$ cat src/rtl/fetch_decode_queue_pkg.sv
// Shared widths and constants for the fetch-to-decode queue.
package fetch_decode_queue_pkg;

  localparam int unsigned ARCH_WIDTH = 32;
  localparam int unsigned FQ_DEPTH   = 4;
  localparam int unsigned FQ_ADDR_W  = $clog2(FQ_DEPTH);

  // Instruction word delivered to ID when the queue is empty.
  localparam logic [ARCH_WIDTH-1:0] BUBBLE_INSTR = 32'h0;

  // One fetched pair as presented by the IF stage.
  typedef struct packed {
    logic [ARCH_WIDTH-1:0] pc;
    logic [ARCH_WIDTH-1:0] instr;
  } fq_entry_t;

endpackage

$ cat src/rtl/fetch_decode_queue_wrap_counter.sv
// Free-wrapping pointer counter with clear; clear wins over enable.
module fetch_decode_queue_wrap_counter #(
  parameter int unsigned W = 2
) (
  input  logic         clk,
  input  logic         rst,
  input  logic         clr_i,
  input  logic         en_i,
  output logic [W-1:0] cnt_o
);

  logic [W-1:0] cnt_q;
  logic [W-1:0] cnt_d;

  // Next pointer value: clear, advance with natural wrap, or hold.
  always_comb begin
    cnt_d = cnt_q;
    if (clr_i) begin
      cnt_d = '0;
    end else if (en_i) begin
      cnt_d = cnt_q + W'(1);
    end
  end

  // Pointer register with synchronous reset.
  always_ff @(posedge clk) begin
    if (rst) begin
      cnt_q <= '0;
    end else begin
      cnt_q <= cnt_d;
    end
  end

  assign cnt_o = cnt_q;

endmodule

$ cat src/rtl/fetch_decode_queue.sv
// Show-ahead FIFO between IF and ID: freezes IF when full, flushes on taken branch.
module fetch_decode_queue
  import fetch_decode_queue_pkg::*;
#(
  parameter int unsigned N      = ARCH_WIDTH,
  parameter int unsigned DEPTH  = FQ_DEPTH,
  parameter int unsigned ADDR_W = FQ_ADDR_W
) (
  input  logic              clk,
  input  logic              rst,
  input  logic [N-1:0]      pc_in,
  input  logic [N-1:0]      instr_in,
  input  logic              in_valid,
  output logic              freeze_out,
  input  logic              flush,
  input  logic              id_ready,
  output logic              out_valid,
  output logic [N-1:0]      pc_out,
  output logic [N-1:0]      instr_out,
  output logic [ADDR_W:0]   count
);

  logic [N-1:0]      mem_pc_q    [DEPTH];
  logic [N-1:0]      mem_instr_q [DEPTH];
  logic [ADDR_W-1:0] rd_ptr;
  logic [ADDR_W-1:0] wr_ptr;
  logic [ADDR_W:0]   count_q;
  logic [ADDR_W:0]   count_d;
  logic              full;
  logic              push;
  logic              pop;

  // Full/empty status derived only from registered occupancy.
  assign full       = (count_q == (ADDR_W+1)'(DEPTH));
  assign out_valid  = (count_q != '0);
  assign freeze_out = full;

  // Flush blocks both sides so a branch cycle neither enqueues nor retires.
  assign push = in_valid & ~full & ~flush;
  assign pop  = out_valid & id_ready & ~flush;

  fetch_decode_queue_wrap_counter #(.W(ADDR_W)) u_wr_ptr (
    .clk   (clk),
    .rst   (rst),
    .clr_i (flush),
    .en_i  (push),
    .cnt_o (wr_ptr)
  );

  fetch_decode_queue_wrap_counter #(.W(ADDR_W)) u_rd_ptr (
    .clk   (clk),
    .rst   (rst),
    .clr_i (flush),
    .en_i  (pop),
    .cnt_o (rd_ptr)
  );

  // Occupancy update; simultaneous push and pop leave it unchanged.
  always_comb begin
    count_d = count_q;
    if (flush) begin
      count_d = '0;
    end else if (push && !pop) begin
      count_d = count_q + (ADDR_W+1)'(1);
    end else if (pop && !push) begin
      count_d = count_q - (ADDR_W+1)'(1);
    end
  end

  // Occupancy register.
  always_ff @(posedge clk) begin
    if (rst) begin
      count_q <= '0;
    end else begin
      count_q <= count_d;
    end
  end

  // Storage array, intentionally not reset; reads are gated by out_valid.
  always_ff @(posedge clk) begin
    if (!rst && push) begin
      mem_pc_q[wr_ptr]    <= pc_in;
      mem_instr_q[wr_ptr] <= instr_in;
    end
  end

  // Head presentation: bubble when empty.
  always_comb begin
    pc_out    = '0;
    instr_out = N'(BUBBLE_INSTR);
    if (out_valid) begin
      pc_out    = mem_pc_q[rd_ptr];
      instr_out = mem_instr_q[rd_ptr];
    end
  end

  assign count = count_q;

endmodule
$ cat config.mk
export PLATFORM = sky130hd
export DESIGN_NAME = fetch_decode_queue
export DESIGN_NICKNAME = d
export VERILOG_FILES = /design/src/rtl/fetch_decode_queue_pkg.sv /design/src/rtl/fetch_decode_queue_wrap_counter.sv /design/src/rtl/fetch_decode_queue.sv
export SDC_FILE = /design/constraint.sdc
export NUM_CORES = 1
export LEC_CHECK = 0
export CAP_MARGIN = 10
export CORE_MARGIN = 1.5
export CORE_UTILIZATION = 59
export DETAILED_ROUTE_END_ITERATION = 12
export PLACE_DENSITY_LB_ADDON = 0.25
export REMOVE_ABC_BUFFERS = 1
export SYNTH_ARGS = -nofsm -noshare
export SYNTH_HDL_FRONTEND = slang
export SYNTH_SLANG_ARGS = --single-unit
$ cat constraint.sdc
create_clock -name clk -period 14.4 [get_ports clk]
set_clock_uncertainty 0.15 [all_clocks]
set_input_delay 2.88 -clock clk [delete_from_list [all_inputs] [get_ports clk]]
set_output_delay 2.88 -clock clk [all_outputs]
set_load 0.02 [all_outputs]
==> results of run 1 <==
-- report_power, final --
group / switching [mW] / leakage [nW] / internal (mW) / total [mW]
Clock: 0.251 / 0.363 / 0.337 / 0.588
Sequential: 0.00388 / 2.39 / 0.853 / 0.857
Combinational: 0.0566 / 1.21 / 0.0602 / 0.117
-- cell usage after synthesis --
library cell / count / share of area, %
o21ai_0: 1 / 0.049
inv_1: 5 / 0.18
buf_2: 6 / 0.29
a21oi_1: 2 / 0.098
mux2i_1: 2 / 0.20
nor2b_1: 1 / 0.061
ha_1: 5 / 0.61
or3_1: 2 / 0.12
a21o_1: 1 / 0.073
o31ai_1: 1 / 0.073
or2_2: 2 / 0.12
nand3_1: 1 / 0.049
or3b_2: 1 / 0.086
xor2_1: 4 / 0.34
fa_1: 1 / 0.20
and2_1: 64 / 3.9
nor2_1: 6 / 0.22
o311ai_0: 1 / 0.086
mux4_1: 4 / 1.0
clkbuf_1: 8 / 0.29
edfxtp_1: 256 / 75
nand2_1: 3 / 0.11
mux4_2: 60 / 13
buf_12: 6 / 1.2
dfxtp_1: 9 / 1.8
clkbuf_2: 1 / 0.049
nor3b_1: 4 / 0.29
buf_6: 1 / 0.11
-- registers in the layout, indices dropped and copies added, names as in the netlist, named ones only --
| name | cells |
|---|---|
| count | 3 |
| mem_instr_q | 128 |
| mem_pc_q | 128 |
| u_rd_ptr.cnt_o | 2 |
| u_wr_ptr.cnt_o | 2 |
-- per-layer routing --
layer,wire length [µm],global-route usage (%),share of wire [%]
met3,1200,3.60,6.6
met1,7550,28.4,41
met5,12,0,0.066
met2,9110,34.7,50
met4,364,5.56,2.0
-- cells by family (layout without fill, tap and decap cells) --
group                    Yosys count  count (layout)  share of synthesized area [%]
flip-flops                       265             265                           76.9
buffers and inverters             27             192                           2.10
AO/OA/AOI/OAI                      6               6                          0.379
AND/OR/NAND/NOR                   84              84                           4.98
adder cells (fa/ha/maj)            6               6                          0.808
XOR/XNOR                           4               4                          0.343
multiplexers                      66              66                           14.4
-- critical path, stage by stage (launching register included) --
cell and delay, ns:
dfxtp_4 0.66, buf_4 0.70, mux4_1 0.65, and2_1 0.18, clkdlybuf4s50_1 0.53
-- per-stage QoR --
stage	hold slack (ns)	instance area [µm²]	util [%]
after floorplan	0.321	10000	-
after global placement	0.335	11800	70.1
after detailed placement	0.366	11800	70.1
after CTS	0.376	12500	74.5
after global routing	0.385	12500	74.5
final	0.378	12500	74.5
-- area by class of cell --
class / count / area, µm² / share of cell area (%)
Sequential cell: 265 / 7880 / 63.0
Multi-Input combinational cell: 166 / 2160 / 17.3
Timing Repair Buffer: 144 / 1420 / 11.4
Clock buffer: 35 / 703 / 5.63
Tap cell: 220 / 275 / 2.20
Clock inverter: 8 / 33.8 / 0.270
Inverter: 5 / 18.8 / 0.150
-- worst max-delay path by stage --
stage	to
2_1_floorplan	mem_instr_q[1][0]
3_3_place_gp	instr_out[1]
3_5_place_dp	pc_out[31]
4_1_cts	pc_out[31]
5_1_grt	pc_out[31]
6_report	pc_out[31]
==> flow_metrics.env, run 1 <==
export IMPL_status="finished clean"
export IMPL_clkTransAtPathRegs_ns=0.07
export IMPL_drt_iter0_markers=376
export IMPL_vias=4860
export IMPL_post_dp_hpwl_um=10600
export IMPL_avgSynthCellArea_um2=22.3
export IMPL_grt_setup_unrepaired="false"
export IMPL_grt_pass1_wl_um=28000
export IMPL_final_setup_viol_count=0
export IMPL_synth_cell_type_count=28
export IMPL_hp_start="u_wr_ptr.cnt_o[1]"
export IMPL_synth_ff_latch_count=265
export IMPL_hold_class="reg -> reg"
export IMPL_grt_ovfl_total=0
export IMPL_wl_um=18200
export IMPL_powerDensity_nw_per_um2=125
export IMPL_gp_congestion=0.723
export IMPL_ctsResizeCount=0
export IMPL_required_ns=11.37
export IMPL_setup_slack_ns=8.10
export IMPL_dp_slack_ns=8.51
export IMPL_cap_violations=0
export IMPL_syn_cell_area_um2=10200
export IMPL_crit_type="reg -> out"
export IMPL_io_buffers=137
export IMPL_layout_min_cycle_time_ns=6.30
export IMPL_max_slew_worst_pin_slew_ns=1.08
export IMPL_cp_start_kind="flip-flop"
export IMPL_die_x_um=135
export IMPL_start_util_pct=61.0
export IMPL_holdPathEnd="u_wr_ptr.cnt_o[1]"
export IMPL_area_delta_synth_final_pct=22.2
export IMPL_grt_max_degree=66
export IMPL_grt_util_all_layers_pct=20.6
export IMPL_timing_rr_start="count[0]"
export IMPL_fin_tns_setup_ns=0
export IMPL_clock_sinks=265
export IMPL_ir_drop_uv=92.7
export IMPL_cts_buffers=25
export IMPL_drive_gt1_share_pct=17.5
export IMPL_finalPower_mw=1.56
export IMPL_reg2reg_slack_ns=11.45
export IMPL_drv_slew=0
export IMPL_syn_instance_count=458
export IMPL_wl_per_cell_um=21.6
export IMPL_antenna_cells=0
export IMPL_relSlewSlack_pct=28.3
export IMPL_reg2reg_to="mem_pc_q[3][27]"
export IMPL_ios=138
export IMPL_hold_buffers=0
export IMPL_core_rowCount=47
export IMPL_die_area_um2=18100
export IMPL_fmax_mhz=159
export IMPL_synth_yosys_seq_area_share_pct=76.9
export IMPL_viasPerCell=5.77
export IMPL_drc=0
export IMPL_cp_arrival_ns=3.27
export IMPL_clock_path_buffers=3
export IMPL_cp_max_fo=41
export IMPL_p_leak_nw=3.96
export IMPL_yosysWarnings=0
export IMPL_ff2ff_path_depth=4
export IMPL_dp_cells=800
export IMPL_final_hold_viol_count=0
export IMPL_antenna_left=0
export IMPL_htreeDepth=1
export IMPL_mostFrequentLayoutCell="edfxtp_1"
export IMPL_core_area_um2=16800
export IMPL_layout_common_cells="edfxtp_1 (256), clkdlybuf4s50_1 (137), and2_1 (64)"
export IMPL_cts_tree="done"
export IMPL_worstHoldPathCells=2
export IMPL_fillers=967
export IMPL_first_pass_iters=5
export IMPL_fin_cells=843
export IMPL_antenna_found_initial=1
export IMPL_root_buffer="clkbuf_16"
export IMPL_worst_skew_pair_late_latency_ns=0.51
export IMPL_period_share_pct=43.8
export IMPL_postCtsSetupRepairBufs=0
export IMPL_fp_dieH_um=135
export IMPL_grt_pass1_vias=5137
export IMPL_endpoint_kind="primary output"
export IMPL_nNetsFinal=682
Power figures use the tool's default switching activity.
==> run 2, diff against run 1 <==
- CORE_UTILIZATION: 59 -> 49
- clock period: 14.4 -> 5.5 ns (I/O delays scaled with it)
==> run 2 against run 1 <==
  * Cell count grew 7.2%
  * Count of clock-buffer cells in the layout shrank 5
  * Via count shrank 0.41%
  * Cell area grew 2.0%
  * Clock power grew to 3.1 times the previous value
  * Register-to-register slack lost 8.5 ns
  * First-iteration DRC count shrank 34%
  * Die area grew 20%
  * Combinational power grew to 2.6 times the previous value
  * Core utilization shrank 12 points
  * Worst setup slack lost 6.9 ns
  * Critical path type unchanged
  * Critical endpoint is now pc_out[3]
==> flow_metrics.env, run 2 (same netlist as run 1, synthesis figures left out) <==
export IMPL_required_ns=4.25
export IMPL_path_buf_inv=2
export IMPL_wl_met2_um=8750
export IMPL_cts_tree="done"
export IMPL_final_util_pct=62.6
export IMPL_crit_type="reg -> out"
export IMPL_cp_max_fo=39
export IMPL_fmax_mhz=230
export IMPL_wl_um=18600
export IMPL_critPathSlowestCell="dfxtp_4"
export IMPL_grt_pass1_wl_um=29400
export IMPL_drc=0
export IMPL_grt_util_all_layers_pct=17.7
export IMPL_max_slew_worst_pin_slew_ns=0.963
export IMPL_die_area_um2=21700
export IMPL_vias=4840
export IMPL_powerDensity_nw_per_um2=342
export IMPL_final_setup_viol_count=0
export IMPL_hold_class="reg -> reg"
export IMPL_core_rowCount=52
export IMPL_period_share_pct=79.0
export IMPL_cts_buffers=27
export IMPL_finalPower_mw=4.36
export IMPL_ctsResizeCount=0
export IMPL_clock_sinks=265
export IMPL_fin_cells=904
export IMPL_whs_ns=0.374
export IMPL_endpoint_kind="primary output"
export IMPL_io_buffers=137
export IMPL_max_stage_delay_ns=0.86
export IMPL_gp_congestion=0.745
export IMPL_core_area_um2=20400
export IMPL_wl_met3_um=993
export IMPL_drt_met1_wl_um=8470
export IMPL_area_delta_synth_final_pct=24.7
export IMPL_grt_setup_unrepaired="false"
export IMPL_cp_arrival_ns=3.10
export IMPL_cpLargestDelayFamily="buffers and inverters"
export IMPL_setup_slack_ns=1.15
export IMPL_antenna_found_initial=1
export IMPL_layout_min_cycle_time_ns=4.35
export IMPL_post_dp_hpwl_um=10600
export IMPL_final_hold_viol_count=0
export IMPL_dp_cells=853
export IMPL_relSlewSlack_pct=35.8
export IMPL_drt_iter0_markers=249
export IMPL_viasPerCell=5.35
export IMPL_path_cells="buf_4 > mux4_2 > and2_1 > clkdlybuf4s50_1"
export IMPL_grt_max_degree=66
export IMPL_dp_slack_ns=1.59
export IMPL_fp_dieH_um=147
export IMPL_layout_common_cells="edfxtp_1 (256), clkdlybuf4s50_1 (137), and2_1 (64)"
export IMPL_postCtsSetupRepairBufs=0
export IMPL_status="finished clean"
export IMPL_topRoutingLayerUsed="met4"
export IMPL_p_leak_nw=4.06
export IMPL_worst_skew_pair_late_latency_ns=0.53
export IMPL_die_x_um=147
export IMPL_hold_buffers=0
export IMPL_nNetsFinal=688
export IMPL_antenna_left=0
export IMPL_first_pass_iters=6
export IMPL_clock_path_buffers=3
export IMPL_clkTransAtPathRegs_ns=0.06
export IMPL_root_buffer="clkbuf_16"
export IMPL_drv_slew=0
export IMPL_ir_drop_uv=230
export IMPL_htreeDepth=1
export IMPL_drive_gt1_share_pct=19.3
export IMPL_ios=138
export IMPL_grt_ovfl_total=0
export IMPL_mostFrequentLayoutCell="edfxtp_1"
export IMPL_cp_start_kind="flip-flop"
export IMPL_cap_violations=0
export IMPL_wl_per_cell_um=20.6
export IMPL_grt_pass1_vias=5236
export IMPL_start_util_pct=50.2
-- run 2: cell count changes in the layout (fill, tap and decap cells not counted), moves of 2 or more --
cell / before / now
buf_4: 7 / 10
bufinv_16: 0 / 4
clkbuf_1: 6 / 3
clkbuf_16: 25 / 27
clkbuf_8: 4 / 0
clkinv_2: 3 / 8
-- run 2: routing by layer --
layer	up-vias	GRT usage (%)
met2	127	27.7
met4	0	4.10
met5	-	0
li1	2170	-
met3	34	3.70
met1	2509	26.2
-- run 2: tightest hold or removal path, stage by stage (launching register included) --
cell	delay [ns]
dfxtp_1	0.34
nand2_1	0.07
mux2i_1	0.07
-- run 2: final cells by class --
type                    count  area, µm²
fillers                  1412       7620
repair buffers            148       1470
diodes                      1       2.50
flip-flops and latches    265       7880
clock inverters            19        195
well taps                 270        338
inverters                   5       18.8
multi-input cells         166       2160
clock buffers              30        687
-- run 2: final timing paths --
| check | from | endpoint | slack [ns] | cells past startpoint |
|---|---|---|---|---|
| worst max register to register | count[2] | count[2] | 2.94 | 9 |
| worst min register to register | u_wr_ptr.cnt_o[1] | u_wr_ptr.cnt_o[1] | 0.37 | 2 |
| worst max-delay path | flip-flop | pc_out[3] | 1.15 | 4 |
| worst min-delay path | u_wr_ptr.cnt_o[1] | u_wr_ptr.cnt_o[1] | 0.37 | 2 |
-- run 2: through the flow --
stage	area (µm²)	TNS [ns]
global route	12700	0
detailed placement	11800	0
finish	12700	0
global placement	11800	0
CTS	12700	0
floorplan	10000	-358.33
-- run 2: report_power, final --
group	total (mW)	leakage [nW]	internal (mW)	switching (mW)
clock	1.80	0.437	1.08	0.718
combinational	0.309	1.23	0.161	0.148
sequential	2.25	2.39	2.23	0.0121
total	4.36	4.06	3.48	0.878
==> run 3, diff against run 2 <==
- clock period: 5.5 -> 3.7 ns (I/O delays scaled with it)
==> run 3 against run 2 <==
  * Register-to-register slack worse by 1.8 ns
  * Count of clock-buffer cells in the layout is 3 higher
  * Sequential share of layout area is 0.42 points lower
  * Flip-flop and latch count stayed put
  * Hold slack worse by 0.019 ns
  * Cell count is 0.77% higher
  * Core utilization is 0.43 points higher
  * Cell area is 0.69% higher
  * Combinational power is 54% higher
  * Clock power is 39% higher
  * Critical path depth stayed put
  * Critical path type unchanged
==> flow_metrics.env, run 3 (same netlist as run 1, synthesis figures left out) <==
export IMPL_cp_arrival_ns=2.59
export IMPL_htreeDepth=1
export IMPL_gp_congestion=0.756
export IMPL_viasPerCell=5.35
export IMPL_antenna_left=0
export IMPL_mostFrequentLayoutCell="edfxtp_1"
export IMPL_io_buffers=137
export IMPL_core_rowCount=52
export IMPL_area_delta_synth_final_pct=25.5
export IMPL_drt_iter0_markers=286
export IMPL_fillers=1390
export IMPL_hold_class="reg -> reg"
export IMPL_cp_max_fo=33
export IMPL_drc=0
export IMPL_start_util_pct=50.2
export IMPL_internal_power_mw=5.04
export IMPL_antenna_found_initial=1
export IMPL_clkPwrFrac_pct=39.6
export IMPL_dp_slack_ns=0.485
export IMPL_ios=138
export IMPL_dp_cells=858
export IMPL_max_slew_worst_pin_slew_ns=0.546
export IMPL_grt_setup_unrepaired="false"
export IMPL_die_x_um=147
export IMPL_clkTransAtPathRegs_ns=0.06
export IMPL_layout_common_cells="edfxtp_1 (256), clkdlybuf4s50_1 (137), and2_1 (64)"
export IMPL_fmax_mhz=288
export IMPL_wl_per_cell_um=20.4
export IMPL_cts_buffers=27
export IMPL_status="finished clean"
export IMPL_grt_ovfl_total=0
export IMPL_crit_type="reg -> out"
export IMPL_p_seq_share_pct=52.8
export IMPL_layout_min_cycle_time_ns=3.48
export IMPL_fp_dieH_um=147
export IMPL_setup_slack_ns=0.223
export IMPL_final_setup_viol_count=0
export IMPL_first_pass_iters=4
export IMPL_p_switching_mw=1.27
export IMPL_timing_rr_start="count[2]"
export IMPL_endpoint_kind="primary output"
export IMPL_vias=4871
export IMPL_post_dp_hpwl_um=10800
export IMPL_grt_max_degree=65
export IMPL_hold_buffers=0
export IMPL_wl_um=18600
export IMPL_fin_tns_setup_ns=0
export IMPL_clock_path_buffers=3
export IMPL_cap_violations=0
export IMPL_final_util_pct=63.0
export IMPL_hp_start="u_wr_ptr.cnt_o[1]"
export IMPL_required_ns=2.81
export IMPL_grt_util_all_layers_pct=17.7
export IMPL_p_leak_nw=4.08
export IMPL_period_share_pct=94.0
export IMPL_ir_drop_uv=405
export IMPL_pwr_share_comb_pct=7.6
export IMPL_final_hold_viol_count=0
export IMPL_clock_sinks=265
export IMPL_die_area_um2=21700
export IMPL_grt_pass1_wl_um=29300
export IMPL_fin_cells=911
export IMPL_core_area_um2=20400
export IMPL_powerDensity_nw_per_um2=492
export IMPL_worst_skew_pair_late_latency_ns=0.52
export IMPL_relSlewSlack_pct=63.6
export IMPL_cts_tree="done"
export IMPL_grt_pass1_vias=5295
export IMPL_nNetsFinal=695
export IMPL_drv_slew=0
export IMPL_whs_ns=0.355
export IMPL_p_sw_share_pct=20.2
export IMPL_root_buffer="clkbuf_16"
export IMPL_cp_start_kind="flip-flop"
export IMPL_drive_gt1_share_pct=19.1
run 3: final timing paths:
path                       end  cells after the start  slack, ns
max reg2reg           count[2]                      9       1.17
max                  pc_out[7]                      4       0.22
min reg2reg  u_wr_ptr.cnt_o[1]                      2       0.36
min          u_wr_ptr.cnt_o[1]                      2       0.36
run 3: per-layer routing:
metal / track usage [%] / up-vias / wire length (µm)
li1: - / 2184 / -
met1: 23.8 / 2526 / 7950
met2: 29.8 / 140 / 9120
met3: 4.01 / 21 / 1230
met4: 4.40 / 0 / 299
met5: 0 / - / 0
run 3: cell type report:
type | count | area [µm²] | area share [%]
Antenna cell | 1 | 2.50 | 0.0195
Clock buffer | 33 | 698 | 5.44
Clock inverter | 16 | 119 | 0.926
Inverter | 5 | 18.8 | 0.146
Multi-Input combinational cell | 166 | 2160 | 16.9
Sequential cell | 265 | 7880 | 61.4
Tap cell | 270 | 338 | 2.63
Timing Repair Buffer | 155 | 1620 | 12.6
run 3: power by group through the flow:
stage	clock network [mW]	logic [mW]	registers (mW)
after global placement	0	0.470	3.39
after floorplan	0	0.197	3.41
after detailed placement	0	0.477	3.40
after CTS	2.57	0.481	3.33
final	2.50	0.477	3.33
after global routing	2.67	0.511	3.33
run 3: per-stage QoR:
| step | cell area (µm²) | power (mW) |
|---|---|---|
| floorplan | 10000 | 3.61 |
| global placement | 12000 | 3.86 |
| detailed placement | 12000 | 3.87 |
| CTS | 12800 | 6.38 |
| global route | 12800 | 6.51 |
| finish | 12800 | 6.31 |
run 3: critical path: stages (launching register included):
cell	delay (ns)
dfxtp_4	0.70
buf_4	0.31
mux4_2	0.30
and2_1	0.17
clkdlybuf4s50_1	0.57
run 3: what timing repair did:
item	4_1_cts	5_1_grt
setup endpoints to repair	0	5
setup buffers	0	3
resized for setup	0	0
